==> config.mk <==
export PLATFORM = sky130hd
export DESIGN_NAME = pipe_dest_tracker_flat
export DESIGN_NICKNAME = d
export VERILOG_FILES = /design/src/rtl/pipe_dest_if.sv /design/src/rtl/pipe_dest_tracker.sv /design/src/flat_wrapper.sv
export SDC_FILE = /design/constraint.sdc
export NUM_CORES = 1
export LEC_CHECK = 0
export ABC_AREA = 1
export CAP_MARGIN = 20
export CORE_UTILIZATION = 42
export DETAILED_ROUTE_END_ITERATION = 16
export DONT_BUFFER_PORTS = 1
export GPL_ROUTABILITY_DRIVEN = 0
export PLACE_DENSITY = 0.68
export SLEW_MARGIN = 15
export SYNTH_ARGS = -nofsm -noshare
export SYNTH_HDL_FRONTEND = slang
export SYNTH_SLANG_ARGS = --single-unit
==> constraint.sdc <==
create_clock -name clk -period 1.8 [get_ports clk]
set_clock_uncertainty 0.15 [all_clocks]
set_input_delay 0.54 -clock clk [delete_from_list [all_inputs] [get_ports clk]]
set_output_delay 0.54 -clock clk [all_outputs]
set_load 0.05 [all_outputs]
==> src/rtl/pipe_dest_if.sv <==
// ID-stage destination info in, per-stage destination tags out, for pipe_dest_tracker.
// Build with HAZ_STATS_EN defined to add the hazard statistics counters.
interface pipe_dest_if #(
  parameter int REG_AW = 5
);
  // ID_valid qualifies ID_RD/ID_RF_E/ID_load in the cycle it is high. There is no
  // ready: the tracker never back-pressures ID, and mem_stall freezes EX/MEM instead.
  logic [REG_AW-1:0] ID_RD;
  logic              ID_RF_E;
  logic              ID_load;
  logic              ID_valid;
  logic              bubble_in;
  logic              flush;
  logic              mem_stall;
  logic [REG_AW-1:0] RD_EX;
  logic [REG_AW-1:0] RD_MEM;
  logic [REG_AW-1:0] RD_WB;
  logic              EX_RF_E;
  logic              MEM_RF_E;
  logic              WB_RF_E;
  logic              EX_load;
  logic [1:0]        pending_writes;
  logic              flush_pending;
`ifdef HAZ_STATS_EN
  logic [15:0]       bubble_cnt;
  logic [15:0]       flush_cnt;
  logic [15:0]       stall_cnt;
`endif

  modport master (
    output ID_RD, ID_RF_E, ID_load, ID_valid, bubble_in, flush, mem_stall,
    input  RD_EX, RD_MEM, RD_WB, EX_RF_E, MEM_RF_E, WB_RF_E, EX_load,
           pending_writes, flush_pending
`ifdef HAZ_STATS_EN
    , input bubble_cnt, flush_cnt, stall_cnt
`endif
  );

  modport slave (
    input  ID_RD, ID_RF_E, ID_load, ID_valid, bubble_in, flush, mem_stall,
    output RD_EX, RD_MEM, RD_WB, EX_RF_E, MEM_RF_E, WB_RF_E, EX_load,
           pending_writes, flush_pending
`ifdef HAZ_STATS_EN
    , output bubble_cnt, flush_cnt, stall_cnt
`endif
  );
endinterface

==> src/rtl/pipe_dest_tracker.sv <==
// Carries rd / RF write enable / load flag through EX, MEM and WB for hazard and forwarding logic.
// Optional macro HAZ_STATS_EN adds saturating bubble/flush/stall counters.
module pipe_dest_tracker #(
  parameter int REG_AW      = 5,
  parameter bit X0_SUPPRESS = 1'b1
) (
  input logic       clk,
  input logic       reset,
  pipe_dest_if.slave bus
);
  typedef struct packed {
    logic [REG_AW-1:0] rd;
    logic              rf_e;
    logic              load;
  } stage_t;

  stage_t     ex_q, ex_d, mem_q, mem_d, wb_q, wb_d, id_stage;
  logic       flush_pending_q, flush_pending_d;
  logic [1:0] pending_writes_q, pending_writes_d;
  logic       kill;
  logic       id_rf_e_eff;

  always_comb begin
    id_rf_e_eff = bus.ID_RF_E & ~(X0_SUPPRESS & (bus.ID_RD == '0));
    id_stage    = '{rd: bus.ID_RD, rf_e: id_rf_e_eff, load: bus.ID_load};
    kill        = bus.bubble_in | bus.flush | flush_pending_q | ~bus.ID_valid;
    ex_d            = ex_q;
    mem_d           = mem_q;
    wb_d            = '0;
    flush_pending_d = 1'b0;
    // A stall freezes EX/MEM; WB drains to NOP so a finished write is forwarded once.
    if (bus.mem_stall) begin
      flush_pending_d = flush_pending_q | bus.flush;
    end else begin
      ex_d  = kill ? '0 : id_stage;
      mem_d = ex_q;
      wb_d  = mem_q;
    end
    pending_writes_d = {1'b0, ex_d.rf_e} + {1'b0, mem_d.rf_e} + {1'b0, wb_d.rf_e};
  end

  always_ff @(posedge clk) begin
    if (reset) begin
      ex_q             <= '0;
      mem_q            <= '0;
      wb_q             <= '0;
      flush_pending_q  <= 1'b0;
      pending_writes_q <= 2'd0;
    end else begin
      ex_q             <= ex_d;
      mem_q            <= mem_d;
      wb_q             <= wb_d;
      flush_pending_q  <= flush_pending_d;
      pending_writes_q <= pending_writes_d;
    end
  end

  assign bus.RD_EX          = ex_q.rd;
  assign bus.RD_MEM         = mem_q.rd;
  assign bus.RD_WB          = wb_q.rd;
  assign bus.EX_RF_E        = ex_q.rf_e;
  assign bus.MEM_RF_E       = mem_q.rf_e;
  assign bus.WB_RF_E        = wb_q.rf_e;
  assign bus.EX_load        = ex_q.load;
  assign bus.pending_writes = pending_writes_q;
  assign bus.flush_pending  = flush_pending_q;

`ifdef HAZ_STATS_EN
  logic [15:0] bubble_cnt_q, bubble_cnt_d;
  logic [15:0] flush_cnt_q, flush_cnt_d;
  logic [15:0] stall_cnt_q, stall_cnt_d;

  always_comb begin
    bubble_cnt_d = bubble_cnt_q;
    flush_cnt_d  = flush_cnt_q;
    stall_cnt_d  = stall_cnt_q;
    // A flush counts once, when it actually lands in EX (immediately or after a stall).
    if (!bus.mem_stall && bus.bubble_in && bubble_cnt_q != 16'hFFFF)
      bubble_cnt_d = bubble_cnt_q + 16'd1;
    if (!bus.mem_stall && (bus.flush || flush_pending_q) && flush_cnt_q != 16'hFFFF)
      flush_cnt_d = flush_cnt_q + 16'd1;
    if (bus.mem_stall && stall_cnt_q != 16'hFFFF)
      stall_cnt_d = stall_cnt_q + 16'd1;
  end

  always_ff @(posedge clk) begin
    if (reset) begin
      bubble_cnt_q <= 16'd0;
      flush_cnt_q  <= 16'd0;
      stall_cnt_q  <= 16'd0;
    end else begin
      bubble_cnt_q <= bubble_cnt_d;
      flush_cnt_q  <= flush_cnt_d;
      stall_cnt_q  <= stall_cnt_d;
    end
  end

  assign bus.bubble_cnt = bubble_cnt_q;
  assign bus.flush_cnt  = flush_cnt_q;
  assign bus.stall_cnt  = stall_cnt_q;
`endif
endmodule
==> src/flat_wrapper.sv <==
// flat-port wrapper written by rule: the top's interface ports become plain ports
module pipe_dest_tracker_flat 
#(
  parameter int REG_AW      = 5,
  parameter bit X0_SUPPRESS = 1'b1
)
  (clk, reset, bus_ID_RD, bus_ID_RF_E, bus_ID_load, bus_ID_valid, bus_bubble_in, bus_flush, bus_mem_stall, bus_RD_EX, bus_RD_MEM, bus_RD_WB, bus_EX_RF_E, bus_MEM_RF_E, bus_WB_RF_E, bus_EX_load, bus_pending_writes, bus_flush_pending);
  pipe_dest_if #(.REG_AW(REG_AW)) bus_i ();
  input logic clk;
  input logic reset;
  input wire logic [$bits(bus_i.ID_RD)-1:0] bus_ID_RD;
  input wire logic [$bits(bus_i.ID_RF_E)-1:0] bus_ID_RF_E;
  input wire logic [$bits(bus_i.ID_load)-1:0] bus_ID_load;
  input wire logic [$bits(bus_i.ID_valid)-1:0] bus_ID_valid;
  input wire logic [$bits(bus_i.bubble_in)-1:0] bus_bubble_in;
  input wire logic [$bits(bus_i.flush)-1:0] bus_flush;
  input wire logic [$bits(bus_i.mem_stall)-1:0] bus_mem_stall;
  output wire logic [$bits(bus_i.RD_EX)-1:0] bus_RD_EX;
  output wire logic [$bits(bus_i.RD_MEM)-1:0] bus_RD_MEM;
  output wire logic [$bits(bus_i.RD_WB)-1:0] bus_RD_WB;
  output wire logic [$bits(bus_i.EX_RF_E)-1:0] bus_EX_RF_E;
  output wire logic [$bits(bus_i.MEM_RF_E)-1:0] bus_MEM_RF_E;
  output wire logic [$bits(bus_i.WB_RF_E)-1:0] bus_WB_RF_E;
  output wire logic [$bits(bus_i.EX_load)-1:0] bus_EX_load;
  output wire logic [$bits(bus_i.pending_writes)-1:0] bus_pending_writes;
  output wire logic [$bits(bus_i.flush_pending)-1:0] bus_flush_pending;
  assign bus_i.ID_RD = bus_ID_RD;
  assign bus_i.ID_RF_E = bus_ID_RF_E;
  assign bus_i.ID_load = bus_ID_load;
  assign bus_i.ID_valid = bus_ID_valid;
  assign bus_i.bubble_in = bus_bubble_in;
  assign bus_i.flush = bus_flush;
  assign bus_i.mem_stall = bus_mem_stall;
  assign bus_RD_EX = bus_i.RD_EX;
  assign bus_RD_MEM = bus_i.RD_MEM;
  assign bus_RD_WB = bus_i.RD_WB;
  assign bus_EX_RF_E = bus_i.EX_RF_E;
  assign bus_MEM_RF_E = bus_i.MEM_RF_E;
  assign bus_WB_RF_E = bus_i.WB_RF_E;
  assign bus_EX_load = bus_i.EX_load;
  assign bus_pending_writes = bus_i.pending_writes;
  assign bus_flush_pending = bus_i.flush_pending;
  pipe_dest_tracker #(.REG_AW(REG_AW), .X0_SUPPRESS(X0_SUPPRESS)) u_core (.clk(clk), .reset(reset), .bus(bus_i));
endmodule
==> out/qor.yml, run 1 <==
floorplan:
  initial_utilization_pct: 45.4
  core_area_sq_um: 1750
  die_h_microns: 45.5
  die_area_sq_um: 2070
  ios: 35
  die_w_microns: 45.5
  fp-row-count: 15
power:
  ir_worst_vdd_mv: 0.650
  p_leak_nw: 0.315
  cellPowerDensity_nw_per_um2: 865
  p_total_mw: 0.763
setup_path:
  crit_path_end_kind: "primary output"
  startpoint: "u_core.bus.EX_load"
  worst-setup-path-type: "reg -> out"
  worst_setup_path_start_kind: "register"
  required_ps: 1110
  arrival_ps: 960
  reg2reg_from: "u_core.bus.flush_pending"
  cp_max_fo: 2
global_routing:
  grt_pass1_vias: 460
  grt_pass1_wl_microns: 2070
  grt_max_degree: 13
  grt_overflow: 0
  antenna_found_initial: 0
  grt_usage_pct: 14.5
drt:
  drc: 0
  first_pass_iters: 4
  wl_microns: 1340
  post_drt_wl_per_cell_microns: 11.6
  viasPerCell: 4.74
  ant_nets: 0
  vias: 545
  drt_iter0_drc: 9
timing:
  whs_ps: 138
  period_minus_slack_ps: 1650
  setup_ws_ps: 147
  timing.fmax_mhz: 605
  worst_pin_slew_ps: 581
  rsz0062_at_grt: "false"
  drv_slew: 0
  slew_headroom_pct: 61.3
  finalSetupTns_ps: 0
  finalSetupViolations: 0
  finalCritPeriodShare_pct: 91.8
  finalHoldViolations: 0
final_layout:
  antennaDiodeCount: 0
  layout-drive-gt1-share_pct: 27.8
  fill_cells: 171
  layout_common_cells: "21 x dfxtp_1, 15 x inv_1, 12 x nor2_1"
  final_common_cell: "dfxtp_1"
  fin_nets: 106
  syn2layout_area_growth_pct: 11.2
cts:
  post_cts_resized: 0
  postCtsSetupBuffers: 0
  cts.htree.levels: 1
  numCtsBuffers: 3
  clk_path_buf_depth: 2
  cts_hold_buf: 0
  ctsRootBufferMaster: "clkbuf_4"
  clk_pin_slew_ps: 110
  clock_latency_ps: 300
  numClockSinks: 22
  cts_tree: "done"
yosys:
  yosysSeqAreaShare_pct: 55.5
  yosys_warnings: 0
  ys_ff_latch: 22
  netlist_area_sq_um: 793
  avgSynthCellArea_sq_um: 9.44
  synth_cell_type_count: 17
  syn_inst: 84
  synthesis.nets: 98
outcome:
  run_status: "complete, no violations"
min_path:
  min_from: "reset"
  hold_class: "in -> reg"
place:
  post-place-ws_ps: 36.5
  hpwl_microns: 1020
  io_buffers: 0
job:
  cap_violations: 0
metal layers:
layer  track usage (%)  part of all wire, %  wire, microns
met1              17.4                   42            566
met2              22.6                   49            660
met3              6.75                  7.0             94
met4              5.45                 0.97             13
met5                 0                    0              0
through the flow:
stage,utilization (%),cell area (sq um),cells
final,50.5,882,115
after global routing,50.5,882,115
after CTS,50.5,882,115
after detailed placement,49.2,860,112
after global placement,49.2,860,112
after floorplan,-,810,84
kinds of logic (layout without fill, tap and decap cells):
kind of cell	count (synthesis)	in the layout	share of synthesized area [%]
compound gates	13	13	15.3
flops	22	22	55.5
buf+inv	19	25	9.94
mux	1	1	1.26
fa+ha+maj	1	1	2.52
simple gates	28	28	15.5
state kept, by name, indices dropped and copies added (netlist names):
name,count
u_core.bus.RD_EX,5
u_core.bus.RD_MEM,5
u_core.bus.RD_WB,5
u_core.bus.pending_writes,2
u_core.bus.EX_RF_E,1
u_core.bus.EX_load,1
u_core.bus.MEM_RF_E,1
u_core.bus.WB_RF_E,1
u_core.bus.flush_pending,1
Yosys cell counts (all sizes together):
| cell type | n | area, sq um |
|---|---|---|
| a21oi | 2 | 13.8 |
| dfxtp | 22 | 440 |
| nor2 | 14 | 55.1 |
| inv | 18 | 67.6 |
| or2 | 1 | 6.26 |
| nand2 | 4 | 15.0 |
| mux2i | 1 | 10.0 |
| o21ai | 6 | 45.0 |
| o22ai | 5 | 62.6 |
| buf | 1 | 11.3 |
| fa | 1 | 20.0 |
| and2 | 1 | 6.26 |
| nand3 | 8 | 40.0 |
final cells by class:
type	count	area, sq um	share of cell area, %
Sequential cell	22	442	50.1
Multi-Input combinational cell	43	289	32.8
Inverter	18	67.6	7.66
Tap cell	25	31.3	3.55
Timing Repair Buffer	4	30.0	3.40
Clock buffer	3	22.5	2.55
power by group:
| part | internal [mW] | switching, mW | total, mW |
|---|---|---|---|
| Combinational | 0.0136 | 0.0305 | 0.0441 |
| Clock | 0.0779 | 0.136 | 0.214 |
| Sequential | 0.492 | 0.0139 | 0.505 |
worst paths after layout:
path | to | slack, ps | cells after the start
min reg2reg | u_core.bus.EX_RF_E | 350 | 2
max | bus_EX_load | 150 | 0
min | u_core.bus.pending_writes[1] | 140 | 1
max reg2reg | u_core.bus.pending_writes[0] | 210 | 7
Power figures use the tool's default switching activity.
==> inputs of run 2 (changes only) <==
--- a/config.mk
+++ b/config.mk
@@ -6,12 +6,12 @@
 export NUM_CORES = 1
 export LEC_CHECK = 0
 export ABC_AREA = 1
-export CAP_MARGIN = 20
-export CORE_UTILIZATION = 42
+export CAP_MARGIN = 10
+export CORE_UTILIZATION = 50
 export DETAILED_ROUTE_END_ITERATION = 16
 export DONT_BUFFER_PORTS = 1
 export GPL_ROUTABILITY_DRIVEN = 0
-export PLACE_DENSITY = 0.68
+export PLACE_DENSITY = 0.77
 export SLEW_MARGIN = 15
 export SYNTH_ARGS = -nofsm -noshare
 export SYNTH_HDL_FRONTEND = slang
==> run 2 against run 1 <==
  * Combinational power about the same
  * Global-route usage rose by 1.1 points
  * Wire length is 2.4% lower
  * Worst setup slack got worse by 6.3 ps
  * Critical path depth stayed put
  * Clock-buffer cell count is the same
  * Final area grew 2.1%
  * Utilization rose by 10 points
  * Final cell count fell by 7.0%
  * Register-to-register slack gained 20 ps
  * Non-clock buffer count unchanged
  * Sequential share of layout area is 1.0 points lower
  * Critical endpoint is now bus_RD_EX[4]
==> out/qor.yml, run 2 (same netlist as run 1, synthesis figures left out) <==
floorplan:
  core_area_sq_um: 1490  # -15%
  ios: 35  # unchanged
  die_h_microns: 41.8  # -8.0%
  die_area_sq_um: 1750  # -15%
  initial_utilization_pct: 53.3  # +7.8 points
  fp-row-count: 14  # -1
  die_w_microns: 41.8  # -8.0%
power:
  clkPwrFrac_pct: 40.6  # +13 points
  cellPowerDensity_nw_per_um2: 1030  # +19%
  comb_power_share_pct: 4.8  # -1.0 points
  seq_power_share_pct: 54.6  # -12 points
  p_int_mw: 0.730  # +25%
  swShare_pct: 21.1  # -2.5 points
  p_leak_nw: 0.329  # +4.5%
  ir_worst_vdd_mv: 0.709  # +9.1%
  p_total_mw: 0.926  # +21%
  p_switching_mw: 0.196  # +8.7%
cts:
  numClockSinks: 22  # unchanged
  clk_pin_slew_ps: 130  # +20 ps
  clk_path_buf_depth: 2  # unchanged
  cts.htree.levels: 1  # unchanged
  cts_tree: "done"
  post_cts_resized: 0  # unchanged
  clock_latency_ps: 310  # about the same
  postCtsSetupBuffers: 0  # unchanged
  ctsRootBufferMaster: "clkbuf_4"
  cts_hold_buf: 0  # unchanged
  numCtsBuffers: 3  # unchanged
timing:
  timing.fmax_mhz: 603  # -0.38%
  whs_ps: 123  # -15.1 ps
  finalSetupViolations: 0  # unchanged
  rsz0062_at_grt: "false"
  period_minus_slack_ps: 1660  # +6.34 ps
  drv_slew: 0  # unchanged
  finalCritPeriodShare_pct: 92.2  # +0.35 points
  worst_pin_slew_ps: 595  # +13.7 ps
  finalHoldViolations: 0  # unchanged
  finalSetupTns_ps: 0  # unchanged
  slew_headroom_pct: 60.4  # -0.92 points
  setup_ws_ps: 141  # -6.34 ps
final_layout:
  fin_util_pct: 60.5  # +10 points
  layout_common_cells: "21 x dfxtp_1, 15 x inv_1, 12 x nor2_1"
  layout-drive-gt1-share_pct: 28.6  # +0.79 points
  stdcell_area_sq_um: 901  # +2.1%
  fill_cells: 131  # -23%
  final_common_cell: "dfxtp_1"
  fin_nets: 106  # unchanged
  syn2layout_area_growth_pct: 13.6
  antennaDiodeCount: 0  # unchanged
  fin_cells: 107  # -7.0%
global_routing:
  antenna_found_initial: 0  # unchanged
  grt_overflow: 0  # unchanged
  grt_pass1_vias: 524  # +14%
  grt_usage_pct: 15.6  # +1.1 points
  grt_pass1_wl_microns: 2100  # +1.6%
  grt_max_degree: 14  # +1
setup_path:
  reg2reg_from: "u_core.bus.flush_pending"
  arrival_ps: 970  # about the same
  worst_setup_path_start_kind: "register"
  cp_max_fo: 2  # unchanged
  required_ps: 1110  # about the same
  worst-setup-path-type: "reg -> out"
  crit_path_end_kind: "primary output"
  startpoint: "u_core.bus.RD_EX[4]"
drt:
  wl_microns: 1300  # -2.4%
  ant_nets: 0  # unchanged
  drt_iter0_drc: 6  # -3
  vias: 555  # +1.8%
  post_drt_wl_per_cell_microns: 12.2  # +4.9%
  viasPerCell: 5.19  # +9.4%
  first_pass_iters: 6  # +2
  drc: 0  # unchanged
outcome:
  run_status: "complete, no violations"
place:
  hpwl_microns: 963  # -5.6%
  placed_cell_area_sq_um: 848  # -1.3%
  dp_cells: 103  # -8.0%
  io_buffers: 0  # unchanged
  post-place-ws_ps: 39.6  # +3.10 ps
min_path:
  min_from: "reset"
  hold_class: "in -> reg"
job:
  cap_violations: 0  # unchanged
## run 2: changes by cell type in the layout (fill, tap and decap cells not counted), sizes merged
cell / previous run / this run
bufinv: 0 / 1
## run 2: cell type report
cell class | count | area (sq um) | area share, %
flip-flops and latches | 22 | 442 | 49.0
multi-input cells | 43 | 289 | 32.1
inverters | 18 | 67.6 | 7.50
clock inverters | 1 | 30.0 | 3.33
repair buffers | 4 | 30.0 | 3.33
clock buffers | 3 | 22.5 | 2.50
well taps | 16 | 20.0 | 2.22
## run 2: routing by layer
layer	vias to the layer above	global-route usage, %	part of all wire, %
met2	22	24.7	48
met4	0	9.68	1.5
met1	252	19.2	44
met3	4	3.48	6.8
met5	-	0	0
li1	277	-	-
## run 2: power by group through the flow
stage	sequential [mW]	clock (mW)	combinational [mW]
floorplan	0.521	0	0.0325
global route	0.506	0.397	0.0481
global placement	0.516	0	0.0435
detailed placement	0.517	0	0.0446
CTS	0.506	0.381	0.0447
finish	0.506	0.376	0.0441
## run 2: path summary, 6_finish.rpt
kind / endpoint / slack (ps) / cells past startpoint
worst min register to register: u_core.bus.flush_pending / 350 / 2
worst min-delay path: u_core.bus.pending_writes[1] / 120 / 1
worst max-delay path: bus_RD_EX[4] / 140 / 0
worst max register to register: u_core.bus.pending_writes[0] / 230 / 7
==> inputs of run 3 (changes only) <==
--- a/config.mk
+++ b/config.mk
@@ -8,6 +8,7 @@
 export ABC_AREA = 1
 export CAP_MARGIN = 10
 export CORE_UTILIZATION = 50
+export CTS_CLUSTER_SIZE = 14
 export DETAILED_ROUTE_END_ITERATION = 16
 export DONT_BUFFER_PORTS = 1
 export GPL_ROUTABILITY_DRIVEN = 0
==> results of run 3 <==
The final DEF is identical to that of run 2; final timing and power are the same.
